$ cat src/rtl/can_fault_sequencer_if.sv
// Signal bundle between the bit-level error detectors, the fault sequencer
// and the TX bit driver.
//
// Handshake: there is no valid/ready pair. samplePoint is the sole
// qualifier. Every input is looked at only on a clock where samplePoint=1,
// and the strobes (error inputs, overloadReq, txOkay, rxOkay) mean
// "this happened during this bit time". Outputs are registered and stay
// stable between sample points.
interface can_fault_sequencer_if;
    logic       samplePoint;
    logic       canRX;
    logic       txMode;
    logic       bitErro;
    logic       stuffErro;
    logic       crcErro;
    logic       formErro;
    logic       ackErro;
    logic       overloadReq;
    logic       txOkay;
    logic       rxOkay;
    logic       canTX;
    logic       interframe;
    logic       busy;
    logic       errPassive;
    logic       busOff;
    logic [8:0] tec;
    logic [7:0] rec;
    logic [2:0] dbgState;

    // Detector/driver side: drives the bit-time inputs, observes the sequencer.
    modport master (
        output samplePoint, canRX, txMode, bitErro, stuffErro, crcErro,
               formErro, ackErro, overloadReq, txOkay, rxOkay,
        input  canTX, interframe, busy, errPassive, busOff, tec, rec, dbgState
    );

    // Sequencer side.
    modport slave (
        input  samplePoint, canRX, txMode, bitErro, stuffErro, crcErro,
               formErro, ackErro, overloadReq, txOkay, rxOkay,
        output canTX, interframe, busy, errPassive, busOff, tec, rec, dbgState
    );
endinterface

$ cat src/rtl/can_fault_sequencer.sv
// CAN fault sequencer: emits error/overload flags, delimiters and
// intermission, keeps the TEC/REC counters and the fault-confinement
// state (error-active / error-passive / bus-off) including bus-off recovery.
// The FSM state is exported on dbgState for observation.
module can_fault_sequencer #(
    parameter int FLAG_BITS     = 6,
    parameter int DELIM_BITS    = 8,
    parameter int IFS_BITS      = 3,
    parameter int RECOVERY_SEQS = 128
) (
    input logic                  clock,
    input logic                  reset,
    can_fault_sequencer_if.slave bus
);

    typedef enum logic [2:0] {
        IDLE       = 3'd0,
        ERR_FLAG   = 3'd1,
        OVL_FLAG   = 3'd2,
        DELIM_WAIT = 3'd3,
        DELIM      = 3'd4,
        IFS        = 3'd5,
        BUS_OFF    = 3'd6
    } state_t;

    localparam int SEQ_W = $clog2(RECOVERY_SEQS + 1);

    // Last value of bitCnt in each timed state. The first delimiter bit is
    // consumed in DELIM_WAIT, so DELIM itself counts one bit fewer.
    localparam logic [3:0]       FLAG_LAST  = 4'(FLAG_BITS - 1);
    localparam logic [3:0]       DELIM_LAST = 4'((DELIM_BITS >= 2) ? DELIM_BITS - 2 : 0);
    localparam logic [3:0]       IFS_LAST   = 4'(IFS_BITS - 1);
    localparam logic [3:0]       RUN_LAST   = 4'd10;
    localparam logic [SEQ_W-1:0] SEQ_LAST   = SEQ_W'(RECOVERY_SEQS - 1);

    state_t             state_q, state_n;
    logic [3:0]         bit_cnt_q, bit_cnt_n;
    logic [SEQ_W-1:0]   seq_cnt_q, seq_cnt_n;
    logic [8:0]         tec_q, tec_n;
    logic [7:0]         rec_q, rec_n;
    logic               bus_off_q, bus_off_n;
    logic               can_tx_q, can_tx_n;
    logic               ifs_q, ifs_n;
    logic               busy_q, busy_n;
    logic               passive_n;
    logic               any_err;

    assign any_err = bus.bitErro | bus.stuffErro | bus.crcErro | bus.formErro | bus.ackErro;

    // Next-state, counter and registered-output computation; nothing moves without samplePoint.
    always_comb begin
        state_n   = state_q;
        bit_cnt_n = bit_cnt_q;
        seq_cnt_n = seq_cnt_q;
        tec_n     = tec_q;
        rec_n     = rec_q;
        bus_off_n = bus_off_q;

        if (bus.samplePoint) begin
            if (state_q == BUS_OFF) begin
                // Recovery: count runs of 11 recessive bits; dominant restarts the run only.
                if (bus.canRX) begin
                    if (bit_cnt_q == RUN_LAST) begin
                        bit_cnt_n = '0;
                        if (seq_cnt_q == SEQ_LAST) begin
                            seq_cnt_n = '0;
                            tec_n     = '0;
                            rec_n     = '0;
                            bus_off_n = 1'b0;
                            state_n   = IDLE;
                        end else begin
                            seq_cnt_n = seq_cnt_q + 1'b1;
                        end
                    end else begin
                        bit_cnt_n = bit_cnt_q + 4'd1;
                    end
                end else begin
                    bit_cnt_n = '0;
                end
            end else begin
                // Successful frames roll the counters back first.
                if (bus.txOkay && tec_q != 9'd0) begin
                    tec_n = tec_q - 9'd1;
                end
                if (bus.rxOkay) begin
                    if (rec_q > 8'd127) begin
                        rec_n = 8'd119;
                    end else if (rec_q != 8'd0) begin
                        rec_n = rec_q - 8'd1;
                    end
                end

                bit_cnt_n = bit_cnt_q + 4'd1;

                unique case (state_q)
                    IDLE: begin
                        if (any_err) begin
                            state_n = ERR_FLAG;
                            if (bus.txMode) begin
                                tec_n = tec_n + 9'd8;
                            end else if (rec_n != 8'hFF) begin
                                rec_n = rec_n + 8'd1;
                            end
                        end else if (bus.overloadReq) begin
                            state_n = OVL_FLAG;
                        end
                    end
                    ERR_FLAG, OVL_FLAG: begin
                        if (bit_cnt_q == FLAG_LAST) begin
                            state_n = DELIM_WAIT;
                        end
                    end
                    DELIM_WAIT: begin
                        // Superimposed flags from other nodes keep us here.
                        if (bus.canRX) begin
                            state_n = (DELIM_BITS <= 1) ? IFS : DELIM;
                        end
                    end
                    DELIM: begin
                        if (!bus.canRX) begin
                            state_n = OVL_FLAG;
                        end else if (bit_cnt_q == DELIM_LAST) begin
                            state_n = IFS;
                        end
                    end
                    IFS: begin
                        if (bus.overloadReq || !bus.canRX) begin
                            state_n = OVL_FLAG;
                        end else if (bit_cnt_q == IFS_LAST) begin
                            state_n = IDLE;
                        end
                    end
                    default: state_n = IDLE;
                endcase

                // TEC past 255 overrides whatever the sequence was doing.
                if (tec_n[8]) begin
                    bus_off_n = 1'b1;
                    state_n   = BUS_OFF;
                end

                if (state_n != state_q) begin
                    bit_cnt_n = '0;
                    seq_cnt_n = '0;
                end
            end
        end

        passive_n = ((tec_n > 9'd127) || (rec_n > 8'd127)) && !bus_off_n;
        can_tx_n  = !((state_n == OVL_FLAG) || ((state_n == ERR_FLAG) && !passive_n));
        ifs_n     = (state_n == IFS);
        busy_n    = (state_n != IDLE) && (state_n != BUS_OFF);
    end

    // State, counters and registered outputs.
    always_ff @(posedge clock or negedge reset) begin
        if (!reset) begin
            state_q   <= IDLE;
            bit_cnt_q <= '0;
            seq_cnt_q <= '0;
            tec_q     <= '0;
            rec_q     <= '0;
            bus_off_q <= 1'b0;
            can_tx_q  <= 1'b1;
            ifs_q     <= 1'b0;
            busy_q    <= 1'b0;
        end else begin
            state_q   <= state_n;
            bit_cnt_q <= bit_cnt_n;
            seq_cnt_q <= seq_cnt_n;
            tec_q     <= tec_n;
            rec_q     <= rec_n;
            bus_off_q <= bus_off_n;
            can_tx_q  <= can_tx_n;
            ifs_q     <= ifs_n;
            busy_q    <= busy_n;
        end
    end

    assign bus.canTX      = can_tx_q;
    assign bus.interframe = ifs_q;
    assign bus.busy       = busy_q;
    assign bus.busOff     = bus_off_q;
    assign bus.errPassive = ((tec_q > 9'd127) || (rec_q > 8'd127)) && !bus_off_q;
    assign bus.tec        = tec_q;
    assign bus.rec        = rec_q;
    assign bus.dbgState   = state_q;

endmodule

$ cat src/flat_wrapper.sv
// flat-port wrapper written by rule: the top's interface ports become plain ports
module can_fault_sequencer_flat 
#(
    parameter int FLAG_BITS     = 6,
    parameter int DELIM_BITS    = 8,
    parameter int IFS_BITS      = 3,
    parameter int RECOVERY_SEQS = 128
)
  (clock, reset, bus_samplePoint, bus_canRX, bus_txMode, bus_bitErro, bus_stuffErro, bus_crcErro, bus_formErro, bus_ackErro, bus_overloadReq, bus_txOkay, bus_rxOkay, bus_canTX, bus_interframe, bus_busy, bus_errPassive, bus_busOff, bus_tec, bus_rec, bus_dbgState);
  can_fault_sequencer_if bus_i ();
  input logic clock;
  input logic reset;
  input wire logic [$bits(bus_i.samplePoint)-1:0] bus_samplePoint;
  input wire logic [$bits(bus_i.canRX)-1:0] bus_canRX;
  input wire logic [$bits(bus_i.txMode)-1:0] bus_txMode;
  input wire logic [$bits(bus_i.bitErro)-1:0] bus_bitErro;
  input wire logic [$bits(bus_i.stuffErro)-1:0] bus_stuffErro;
  input wire logic [$bits(bus_i.crcErro)-1:0] bus_crcErro;
  input wire logic [$bits(bus_i.formErro)-1:0] bus_formErro;
  input wire logic [$bits(bus_i.ackErro)-1:0] bus_ackErro;
  input wire logic [$bits(bus_i.overloadReq)-1:0] bus_overloadReq;
  input wire logic [$bits(bus_i.txOkay)-1:0] bus_txOkay;
  input wire logic [$bits(bus_i.rxOkay)-1:0] bus_rxOkay;
  output wire logic [$bits(bus_i.canTX)-1:0] bus_canTX;
  output wire logic [$bits(bus_i.interframe)-1:0] bus_interframe;
  output wire logic [$bits(bus_i.busy)-1:0] bus_busy;
  output wire logic [$bits(bus_i.errPassive)-1:0] bus_errPassive;
  output wire logic [$bits(bus_i.busOff)-1:0] bus_busOff;
  output wire logic [$bits(bus_i.tec)-1:0] bus_tec;
  output wire logic [$bits(bus_i.rec)-1:0] bus_rec;
  output wire logic [$bits(bus_i.dbgState)-1:0] bus_dbgState;
  assign bus_i.samplePoint = bus_samplePoint;
  assign bus_i.canRX = bus_canRX;
  assign bus_i.txMode = bus_txMode;
  assign bus_i.bitErro = bus_bitErro;
  assign bus_i.stuffErro = bus_stuffErro;
  assign bus_i.crcErro = bus_crcErro;
  assign bus_i.formErro = bus_formErro;
  assign bus_i.ackErro = bus_ackErro;
  assign bus_i.overloadReq = bus_overloadReq;
  assign bus_i.txOkay = bus_txOkay;
  assign bus_i.rxOkay = bus_rxOkay;
  assign bus_canTX = bus_i.canTX;
  assign bus_interframe = bus_i.interframe;
  assign bus_busy = bus_i.busy;
  assign bus_errPassive = bus_i.errPassive;
  assign bus_busOff = bus_i.busOff;
  assign bus_tec = bus_i.tec;
  assign bus_rec = bus_i.rec;
  assign bus_dbgState = bus_i.dbgState;
  can_fault_sequencer #(.FLAG_BITS(FLAG_BITS), .DELIM_BITS(DELIM_BITS), .IFS_BITS(IFS_BITS), .RECOVERY_SEQS(RECOVERY_SEQS)) u_core (.clock(clock), .reset(reset), .bus(bus_i));
endmodule
$ cat config.mk
export PLATFORM = sky130hd
export DESIGN_NAME = can_fault_sequencer_flat
export DESIGN_NICKNAME = d
export VERILOG_FILES = /design/src/rtl/can_fault_sequencer_if.sv /design/src/rtl/can_fault_sequencer.sv /design/src/flat_wrapper.sv
export SDC_FILE = /design/constraint.sdc
export NUM_CORES = 1
export LEC_CHECK = 0
export ABC_AREA = 1
export ABC_CLOCK_PERIOD_IN_PS = 2650
export CORE_MARGIN = 1
export CORE_UTILIZATION = 57
export DETAILED_ROUTE_END_ITERATION = 7
export HOLD_SLACK_MARGIN = 0.02
export PLACE_DENSITY = 0.82
export SLEW_MARGIN = 5
export SYNTH_ARGS = -nofsm -noshare
export SYNTH_HDL_FRONTEND = slang
export SYNTH_SLANG_ARGS = --single-unit
$ cat constraint.sdc
create_clock -name clock -period 2.65 [get_ports clock]
set_input_delay 0.53 -clock clock [delete_from_list [all_inputs] [get_ports clock]]
set_output_delay 0.53 -clock clock [all_outputs]
set_load 0.01 [all_outputs]
# [After elaboration in Yosys (flattened, before gate mapping)]
# Index checks and enable logic that the tools add are counted.
[word_totals] register_bits=36 inputBits=13 output_inout_bits=25
[classes] add_sub_neg=6 order_cmp=4 eq_ne=19 n_mux=59 bitwise=4 reduce_logical=21
[op_table] op="8-bit 2-to-1 mux" count=19
[op_table] op="9-bit 2-to-1 mux" count=13
[op_table] op="3-bit 2-to-1 mux" count=16
[op_table] op="9-bit by 7-bit greater-than comparator with 1-bit output, second input constant" count=2
[op_table] op="8-bit by 1-bit adder with 8-bit output, second input constant" count=2
[op_table] op="8-bit by 7-bit greater-than comparator with 1-bit output, second input constant" count=2
[op_table] op="4-bit 2-to-1 mux" count=4
[op_table] op="3-bit one-hot mux with 5 select lines" count=1
[op_table] op="3-bit equality test, second input constant" count=4
[op_table] op="9-bit by 4-bit adder with 9-bit output, second input constant" count=1
[op_table] op="3-bit by 2-bit equality test with 1-bit output, second input constant" count=3
[op_table] op="9-bit nonzero test" count=1
[op_table] op="9-bit by 1-bit subtractor with 9-bit output, second input constant" count=1
[op_table] op="4-bit by 3-bit equality test with 1-bit output, second input constant" count=2
[op_table] op="8-bit by 7-bit equality test with 1-bit output, second input constant" count=1
[op_table] op="8-bit != test, second input constant" count=1
[op_table] op="8-bit nonzero test" count=1
[op_table] op="8-bit by 1-bit subtractor with 8-bit output, second input constant" count=1
[op_table] op="3-bit by 1-bit equality test with 1-bit output, second input constant" count=2
[op_table] op="1-bit 2-to-1 mux" count=6
[op_table] op="1-bit logical AND" count=5
[op_table] op="1-bit zero test" count=5
[op_table] op="4-bit by 1-bit adder with 4-bit output, second input constant" count=1
[op_table] op="4-bit by 2-bit equality test with 1-bit output, second input constant" count=1
[op_table] op="11 further kinds" count=18

# [Longest topological paths before layout]
[depth] word_depth=20 depth_mapped=21 mapped_depth_nobuf=21

# [Worst setup path after synthesis]
# Ideal clock, no wire load.
[synth_path] path_type="register to register" start="register u_core.tec_q[0], in the netlist u_core.bus.tec[0]" end="register u_core.seq_cnt_q[0]" setup_time_ns=0.118 arrival_ns=2.349 setup_slack_ns=0.183 path_stages_with_launch=20 path_cell_list="dfrtp_1 -> inv_1 -> ha_1 -> nand2_2 -> nor2_4 -> nand2_2 -> nand3_1 -> nand2_2 -> nor2_4 -> nand2_2 -> o21bai_4 -> nand3_1 -> nand2_1 -> nand2_1 -> nand3_2 -> nand2_2 -> nand2_4 -> nand2_8 -> nand2_2 -> nand2_1"
[synth_between] elab_chain_cells=17
[synth_rtl] element="from (decl)" line="can_fault_sequencer.sv:39" text="logic [8:0] tec_q, tec_n;"
[synth_rtl] element="from (signal assigned)" line="can_fault_sequencer.sv:171" text="tec_q <= tec_n;"
[synth_rtl] element="parallel branches: the longest is 2 deep, another holds 9-bit by 1-bit subtractor with 9-bit output"
[synth_rtl] element="9-bit 2-to-1 mux *" line="can_fault_sequencer.sv:82" text="if (bus.txOkay && tec_q != 9'd0) begin"
[synth_rtl] element="9-bit 2-to-1 mux *" line="can_fault_sequencer.sv:60" text="if (state_q == BUS_OFF) begin"
[synth_rtl] element="9-bit 2-to-1 mux *" line="can_fault_sequencer.sv:59" text="if (bus.samplePoint) begin"
[synth_rtl] element="9-bit by 4-bit adder with 9-bit output" line="can_fault_sequencer.sv:100" text="tec_n = tec_n + 9'd8;"
[synth_rtl] element="9-bit 2-to-1 mux" line="can_fault_sequencer.sv:99" text="if (bus.txMode) begin"
[synth_rtl] element="9-bit 2-to-1 mux" line="can_fault_sequencer.sv:97" text="if (any_err) begin"
[synth_rtl] element="9-bit 2-to-1 mux *" line="can_fault_sequencer.sv:95" text="unique case (state_q)"
[synth_rtl] element="9-bit 2-to-1 mux *" line="can_fault_sequencer.sv:60"
[synth_rtl] element="9-bit 2-to-1 mux *" line="can_fault_sequencer.sv:59"
[synth_rtl] element="3-bit 2-to-1 mux *" line="can_fault_sequencer.sv:137" text="if (tec_n[8]) begin"
[synth_rtl] element="3-bit 2-to-1 mux *" line="can_fault_sequencer.sv:60"
[synth_rtl] element="3-bit 2-to-1 mux *" line="can_fault_sequencer.sv:59"
[synth_rtl] element="3-bit != test *" line="can_fault_sequencer.sv:142" text="if (state_n != state_q) begin"
[synth_rtl] element="2-bit nonzero test (no line) *"
[synth_rtl] element="4-bit AND reduction (no line) *"
[synth_rtl] element="to (signal assigned)" line="can_fault_sequencer.sv:170" text="seq_cnt_q <= seq_cnt_n;"
[synth_rtl] element="to (decl)" line="can_fault_sequencer.sv:38" text="logic [SEQ_W-1:0] seq_cnt_q, seq_cnt_n;"
# Mark *: on every way between the ends. The select of a mux whose other input is x is not followed.
# A chain may end at the register's enable or synchronous reset.

# [Final worst setup path]
[layout_path] start="register u_core.tec_q[0], in the netlist u_core.bus.tec[0]" end="register u_core.seq_cnt_q[5]"
# The elaborated chain is that of the path after synthesis.

==> results.toml <==
[setup_path]
critPathBufInv = 1
cp_top_family = "simple AND/OR/NAND/NOR gates"
crit_start = "u_core.bus.tec[0]$_DFF_PN0_"
slowest_stage = "dfrtp_1"
cp_cell_sequence = "inv_1, ha_2, nand2_2, nor2_4, nand2_4, nand3_2, nand2_2, nor2_4, nand2_2, o21bai_4, nand3_2, nand2_1, nand2_1, nand3_2, nand2_2, nand2_4, nand2_8, nand2_2, nand2_1"
cp_max_fo = 8
cp_common_cell = "nand2_2"
required_ns = 2.82
timing.rr.end = "u_core.seq_cnt_q[5]$_DFFE_PN0P_"
cp.depth = 19
slowest_delay_ns = 0.41
startpoint_type = "register"
r2r_start = "u_core.bus.tec[0]$_DFF_PN0_"
crit_path_end = "u_core.seq_cnt_q[5]$_DFFE_PN0P_"
r2r_slack_ns = 0.09
cp-end-kind = "register"
reg2reg_depth = 19
crit_type = "reg -> reg"
worstPathArrival_ns = 2.73

[floorplanning]
die_area_um2 = 5650
rows = 26
start_util = 0.593
fp.dieW_um = 75.1
core_area_um2 = 5140
die_height_um = 75.1
io_pins = 38

[clocking]
cts_made_buffers = 5
clk_pin_slew_worst_paths_ns = 0.08
tritoncts = "done"
clock_sinks = 36
htree_levels = 2
clkLatencyLatePin_ns = 0.29
max-clock-path-buffers = 2
clockRootBuffer = "clkbuf_8"
hold_buffers = 0

[yosys]
ys_ff_latch = 36
syn_inst = 457
ys_async_sr_fraction = 1.00
yosys.area.top_type = "dfrtp_1"
synth_top_cell_area_share = 0.287
synth_seq_area_share = 0.296
syn_avg_cell_area_um2 = 6.67
ys_warn_count = 0
ys.flop_type = "dfrtp_1"
yosys-top-cells-area = "dfrtp_1, nand2_1, inv_1"
synth_fp_nets = 480
mappedNetlistArea_um2 = 3050
synth_edf_count = 0
synth_cell_type_count = 43

[power]
p_seq_frac = 0.241
p_int_mw = 2.11
irDropWorstVdd_uv = 626
pwr-share-clk = 0.120
swShare = 0.476
switchingPower_mw = 1.92
power_density_nw_per_um2 = 1010
p_total_mw = 4.03
comb_power_share = 0.639
p_leak_nw = 1.94

[detailed_routing]
vias = 3470
drt_iter0_markers = 252
routed_via_density = 5.72
antenna_left = 0
wl_per_cell_um = 14.2
route.detailed.drc = 0
wirelength_mm = 8.61
first_pass_iters = 7

[grt]
overflow = 0
grt_pass1_wl_mm = 13.2
grt_pass1_vias = 3018
antenna_found_initial = 0
grt_max_degree = 37
grt_usage = 0.308

[sta]
period_needed_ns = 2.56
final_max_slew_viol_count = 0
fmax_ghz = 0.390
relSlewSlack = 0.447
fin_skew_ns = 0.0112
tightestPinTransition_ns = 0.829
final_hold_viol_count = 0
setup_violations = 0
hold_ws_ns = 0.332
fin_crit_sh = 0.967
finalWorstSetupSlack_ns = 0.0880

[placement]
dp_slack_ns = -0.103
io_buffers = 37
placed_area_um2 = 3700
place_congestion = 0.950
dp_hpwl_mm = 6.20

[finish]
final_cell_mix = "nand2_1, inv_1, buf_4"
drive_gt1_frac = 0.223
nets = 559
design_area_um2 = 4000
final_common_cell = "nand2_1"
syn_to_final_growth_pct = 31.2
final_util = 0.778
fillCellCount = 397
antenna_cells = 0
seq_area_um2 = 906
multi_input_area_um2 = 1960

[outcome]
status = "completed"

[run]
max-cap-violations = 0

[hold_path]
hold_class = "in -> async"
-- cells by family after synthesis --
logic type / synth area share
AND/OR/NAND/NOR: 0.410
XOR/XNOR: 0.0172
adder cells (fa/ha/maj): 0.0410
AO/OA/AOI/OAI: 0.142
flip-flops: 0.296
buffers and inverters: 0.0936
-- through the flow --
stage | setup TNS, ns | std cells
CTS | 0 | 595
detailed placement | -1.14 | 587
global route | -0.310 | 607
finish | 0 | 607
global placement | -0.196 | 587
floorplan | 0 | 457
-- Yosys cell counts (2+ instances only) --
| library cell | count |
|---|---|
| a21oi_1 | 13 |
| a22oi_1 | 4 |
| a31o_2 | 2 |
| a31oi_1 | 5 |
| buf_2 | 3 |
| clkbuf_1 | 4 |
| clkinv_1 | 4 |
| dfrtp_1 | 35 |
| ha_1 | 10 |
| inv_1 | 57 |
| inv_2 | 6 |
| nand2_1 | 111 |
| nand2_2 | 17 |
| nand3_1 | 42 |
| nand3_2 | 2 |
| nand3b_1 | 4 |
| nand4_1 | 14 |
| nor2_1 | 40 |
| nor2_4 | 4 |
| nor3_1 | 14 |
| nor3b_1 | 2 |
| nor4_1 | 4 |
| o211ai_1 | 5 |
| o21ai_0 | 24 |
| o21ai_1 | 7 |
| o22ai_1 | 2 |
| xor2_1 | 6 |
-- worst min-delay path by stage --
stage | startpoint | end | slack [ns] | depth (start not counted)
2_1_floorplan | reset | u_core.bit_cnt_q[0]$_DFFE_PN0P_ | 0.23 | 0
3_3_place_gp | u_core.seq_cnt_q[1]$_DFFE_PN0P_ | u_core.seq_cnt_q[1]$_DFFE_PN0P_ | 0.50 | 2
3_5_place_dp | u_core.seq_cnt_q[3]$_DFFE_PN0P_ | u_core.seq_cnt_q[3]$_DFFE_PN0P_ | 0.50 | 2
4_1_cts | reset | u_core.bus.busy$_DFF_PN0_ | 0.36 | 1
5_1_grt | reset | u_core.bus.tec[4]$_DFF_PN0_ | 0.40 | 1
6_report | reset | u_core.bus.tec[6]$_DFF_PN0_ | 0.33 | 1
-- registers in the layout, indices dropped and copies added, names as in the netlist --
signal                 flops
u_core.bus.canTX           1
u_core.bus.busy            1
u_core.bus.tec             9
u_core.bus.dbgState        3
u_core.bus.rec             8
u_core.bus.busOff          1
u_core.bus.interframe      1
u_core.bit_cnt_q           4
u_core.seq_cnt_q           8
-- worst reg2reg max path: stages, from the launching register on --
cell	delay, ns
dfrtp_1	0.41
inv_1	0.09
ha_2	0.19
nand2_2	0.08
nor2_4	0.13
nand2_4	0.10
nand3_2	0.11
nand2_2	0.08
nor2_4	0.13
nand2_2	0.08
o21bai_4	0.23
nand3_2	0.11
nand2_1	0.07
nand2_1	0.09
nand3_2	0.09
nand2_2	0.08
nand2_4	0.14
nand2_8	0.09
nand2_2	0.09
nand2_1	0.05
-- power groups by stage --
stage                     combinational, mW  sequential, mW  clock (mW)
after floorplan                        1.39           0.994           0
after global routing                   2.84           0.993       0.510
final                                  2.58           0.971       0.482
after detailed placement               2.31           0.970           0
after CTS                              2.32           0.965       0.488
after global placement                 2.25           0.964           0
-- routing by layer --
metal / global-route usage / share of wire
met4: 0.123 / 0.018
met1: 0.383 / 0.43
met5: 0 / 0
met2: 0.533 / 0.49
met3: 0.0495 / 0.056
-- final cells by class --
type / instances / area share
sequential: 36 / 0.226
inverter: 67 / 0.0629
clock inverter: 3 / 0.0106
clock buffer: 5 / 0.0172
timing repair buffer: 79 / 0.172
multi-input combinational: 347 / 0.489
tap: 70 / 0.0219
-- repair_timing --
item,CTS,global route
buffers inserted,0,11
setup endpoints to repair,1,23
pin swaps,0,18
resized for setup,1,33
gates cloned,0,1
(Power assumes the default switching activity.)
==> patch 1, RTL diff (same flow settings) <==
`RECOVERY_SEQS` is set to 128 in 2 places; all go to 64.
--- a/src/rtl/can_fault_sequencer.sv
+++ b/src/rtl/can_fault_sequencer.sv
@@ -7,5 +7,5 @@
     parameter int DELIM_BITS    = 8,
     parameter int IFS_BITS      = 3,
-    parameter int RECOVERY_SEQS = 128
+    parameter int RECOVERY_SEQS = 64
 ) (
     input logic                  clock,
--- a/src/flat_wrapper.sv
+++ b/src/flat_wrapper.sv
@@ -5,5 +5,5 @@
     parameter int DELIM_BITS    = 8,
     parameter int IFS_BITS      = 3,
-    parameter int RECOVERY_SEQS = 128
+    parameter int RECOVERY_SEQS = 64
 )
   (clock, reset, bus_samplePoint, bus_canRX, bus_txMode, bus_bitErro, bus_stuffErro, bus_crcErro, bus_formErro, bus_ackErro, bus_overloadReq, bus_txOkay, bus_rxOkay, bus_canTX, bus_interframe, bus_busy, bus_errPassive, bus_busOff, bus_tec, bus_rec, bus_dbgState);
Check against the original RTL: no difference found for any inputs over 10 cycles, from zero or initial values and one cycle with reset low; that may be too few to reach the edited logic, so the function may still have changed.
==> patch 1 against the original RTL <==
Sequential share of layout area down 0.33 points. Sequential cell count down 1. Routed wire length down 5.6%. First-iteration DRC count fell by 16%. Setup slack got worse by 17 ps. Critical path depth down 13. Synthesized area decreased by 0.37%. Register-to-register slack gained 60 ps. Cell area is 1.8% lower. Cell count shrank 1.3%. Total power rose by 1.3%. Critical path type is now flip-flop to output pin. Critical endpoint is now bus_errPassive.
==> patch 1: results (changes against the original RTL) <==
status finished clean; Fill cells 417 (+5.0%); Placer Congestion 0.993 (+4.6%); Crit. End Element output pin; Adder-Cell Fraction of Synth Area 4.12% (+0.015 points); Avg Vias per Cell 5.56 (-2.7%); reg2reg end u_core.bus.rec[4]; vias post-DR 3,333 (-3.9%); number of multi-input logic gates 346 (-0.29%); most frequent cells after synthesis nand2_1 (115), inv_1 (58), nor2_1 (42); met2 wire length 3860 um (-8.7%); largest net degree at the start of global routing 36 (-2.7%); Synth area leaders dfrtp_1 (28%), nand2_1 (14%), inv_1 (7.2%); maximum fanout along the worst path 3 (-5); fin nets 551 (-1.4%); met3 WL 420 um (-13%); Static Leak 1.87 nW (-3.6%); Post-Synth XOR/XNOR Area 2.31% (+0.58 points); Synth Area in Compound Gates 15.4% (+1.2 points); Reg area 877 um2 (-3.2%); Inverters, non-clock 65 (-3.0%); met1 usage 39.9% (+1.5 points); Non-clk bufs 75 (-5.1%); register area share after synthesis 28.9% (-0.71 points); Slowest Stage Delay on Critical Path 580 ps (+170 ps); GR Util met3 5.09% (+0.13 points); Post-Syn Area per Cell 6.69 um2 (+0.29%); final WL 8130 um (-5.6%); Synthesized Nets 477 (-0.63%); pre-CTS setup slack -107 ps (-4.09 ps); Cell variety after synth 45 (+4.7%); first-pass GRT wire length 13,000 um (-1.4%); Pre-antenna DRT Iters 5 (-2); GRT Util Overall 30.8% (about the same); met2 usage 51.8% (-1.5 points); crit path max-delay cell type clkdlybuf4s50_1; DP Wirelength 5950 um (-4.1%)
patch 1: changes by cell type after synthesis, moves of 3 or more:
cell	change
o211ai_1	+4
nand4_1	-9
nand3_1	-6
nor2_2	+3
nand2_4	+3
o21ai_0	+4
nand2_1	+4
patch 1: power by group:
group          switching [mW]  internal (mW)  total (mW)
Combinational            1.50           1.10        2.60
Clock                   0.217          0.305       0.522
Sequential              0.245          0.720       0.965
Total                    1.96           2.12        4.08
patch 1: per-stage QoR:
stage	hold WS [ps]	cell area, um2
floorplan	234	3040
global placement	495	3720
detailed placement	499	3720
CTS	362	3840
global route	408	3930
finish	323	3930
patch 1: worst max-delay path, delay by kind of cell, from the launching register on:
kind	cells	cell delay (ps)
buffers and inverters	2	730
AND/OR/NAND/NOR	2	210
adder cells (fa/ha/maj)	1	190
flip-flops	1	410
AO/OA/AOI/OAI	1	220
==> patch 2, RTL diff (same flow settings) <==
Without the edit above. Put a register stage on the output `bus.errPassive`, without a reset. The value now appears one clock later.
--- a/src/rtl/can_fault_sequencer.sv
+++ b/src/rtl/can_fault_sequencer.sv
@@ -182,5 +182,7 @@
     assign bus.busy       = busy_q;
     assign bus.busOff     = bus_off_q;
-    assign bus.errPassive = ((tec_q > 9'd127) || (rec_q > 8'd127)) && !bus_off_q;
+    always_ff @(posedge clock) begin
+        bus.errPassive <= ((tec_q > 9'd127) || (rec_q > 8'd127)) && !bus_off_q;
+    end
     assign bus.tec        = tec_q;
     assign bus.rec        = rec_q;
Check against the original RTL: same outputs for any inputs over 10 cycles, from zero or initial values and one cycle with reset low; that may be too few to reach the edited logic, so the function may still have changed.
==> patch 2 against the original RTL <==
Non-clock buffer count increased by 7. Via count grew 2.0%. Combinational power increased by 5%. Worst hold slack lost 14 ps. Setup slack worse by 5.7 ps. Routed wire length grew 2.4%. Sequential cell count is 1 higher. Clock power increased by 21%. Cell area grew 3.0%. Maximum frequency decreased by 0.22%. Total power up 5.8%. First-iteration DRC count increased by 6.0%. Synthesized area is 0.66% higher. Critical path type is now primary input to flip-flop. Highest routed layer unchanged.
==> patch 2: results (changes against the original RTL) <==
slew margin rel. 45.5% (+0.80 points); DP Wirelength 6150 um (-0.81%); Cell variety after synth 44 (+2.3%); Synthesized Nets 481 (+0.21%); register area share after synthesis 30.0% (+0.46 points); peak supply drop 0.729 mV (+16%); Placer Congestion 0.949 (about the same); Async SR Flop Fraction 97.3% (-2.7 points); first-pass GRT wire length 13,200 um (+0.16%); CP arrival 2740 ps (about the same); port bufs 37 (unchanged); antenna viol nets, final 0 (unchanged); Static Leak 1.97 nW (+1.3%); CTS clk-pin slew, worst paths 80 ps (about the same); CP Launch Point bus_txOkay; root buffer cell clkbuf_8; Slew Viols, Final 0 (unchanged); vias in the first global route 3,065 (+1.6%); Clock Skews 11.3 ps (+0.102 ps); layout cells sized above 1 24.2% (+1.9 points); Avg Vias per Cell 5.76 (+0.72%); Starting DRT DRC Count 267 (+6.0%); crit path max-delay cell type clkdlybuf4s50_1; YS warnings 0 (unchanged); status finished clean; TritonCTS Buffers 5 (unchanged); reg2reg start u_core.bus.tec[3]; Max clock buf depth 2 (unchanged); Worst Hold Class primary input to asynchronous set/reset pin; maximum fanout along the worst path 8 (unchanged); worst skew pair latency 290 ps (about the same); Worst R2R Path Depth 18 (-1); CP Class primary input to flip-flop; Pre-antenna DRT Iters 7 (unchanged); CP delay by family, top simple AND/OR/NAND/NOR gates; r2r setup slk 100 ps; final WL 8810 um (+2.4%); Main synth FF type dfrtp_1; fin nets 567 (+1.4%); reg2reg end u_core.seq_cnt_q[5]; antenna violations before repair 0 (unchanged); max FFs per register 9 (unchanged); largest net degree at the start of global routing 37 (unchanged); ANT cells 0 (unchanged); most frequent cells after synthesis nand2_1 (111), inv_1 (57), nand3_1 (42); Synth area leaders dfrtp_1 (29%), nand2_1 (14%), inv_1 (7.0%); GRT Util Overall 30.7% (-0.035 points); Slowest Stage Delay on Critical Path 500 ps (+90 ps); Max H-tree Level 2 (unchanged)
-- patch 2: metal layers --
layer	track usage (%)	part of all wire [%]
met5	0	0
met4	12.1	2.8
met3	5.16	6.8
met2	52.5	49
met1	38.9	42
-- patch 2: layout make-up --
type	count	area, um2
multi-input combinational	347	1980
sequential	37	926
fill	385	1020
clock buffer	5	68.8
tap	70	87.6
timing repair buffer	86	737
clock inverter	3	65.1
inverter	67	251
-- patch 2: stage by stage --
stage | hold WS, ps | area, um2 | setup WS, ps | instances | TNS (ps)
after floorplan | 234 | 3070 | 183 | 458 | 0
after global placement | 473 | 3780 | -34.8 | 596 | -264
after detailed placement | 475 | 3780 | -113 | 596 | -958
after CTS | 358 | 3920 | 19.1 | 604 | 0
after global routing | 416 | 4120 | -56.4 | 615 | -372
final | 317 | 4120 | 82.3 | 615 | 0
-- patch 2: how the worst min path moves through the flow --
stage | start | endpoint | slack (ps)
floorplan | reset | u_core.bit_cnt_q[0] | 230
global placement | u_core.bus.busOff | u_core.bus.errPassive | 470
detailed placement | u_core.bus.busOff | u_core.bus.errPassive | 470
CTS | reset | u_core.bus.tec[5] | 360
global route | reset | u_core.bus.tec[4] | 420
finish | reset | u_core.bus.tec[5] | 320
-- patch 2: cell families (layout without fill, tap and decap cells) --
| kind of cell | after synthesis | in the layout | share of synthesized area, % |
|---|---|---|---|
| compound gates | 70 | 70 | 14.1 |
| fa+ha+maj | 10 | 10 | 4.08 |
| xor+xnor | 6 | 6 | 1.71 |
| simple gates | 260 | 261 | 40.8 |
| buf+inv | 75 | 161 | 9.29 |
| flops | 37 | 37 | 30.0 |
-- patch 2: power by group --
part	total (mW)	internal, mW	switching (mW)
logic	2.72	1.16	1.56
registers	0.963	0.754	0.209
clock network	0.582	0.374	0.209
-- patch 2: repair_timing --
action / 4_1_cts / 5_1_grt
endpoints found under the setup margin: 0 / 22
gates resized for setup: 0 / 40
setup buffers: 0 / 10
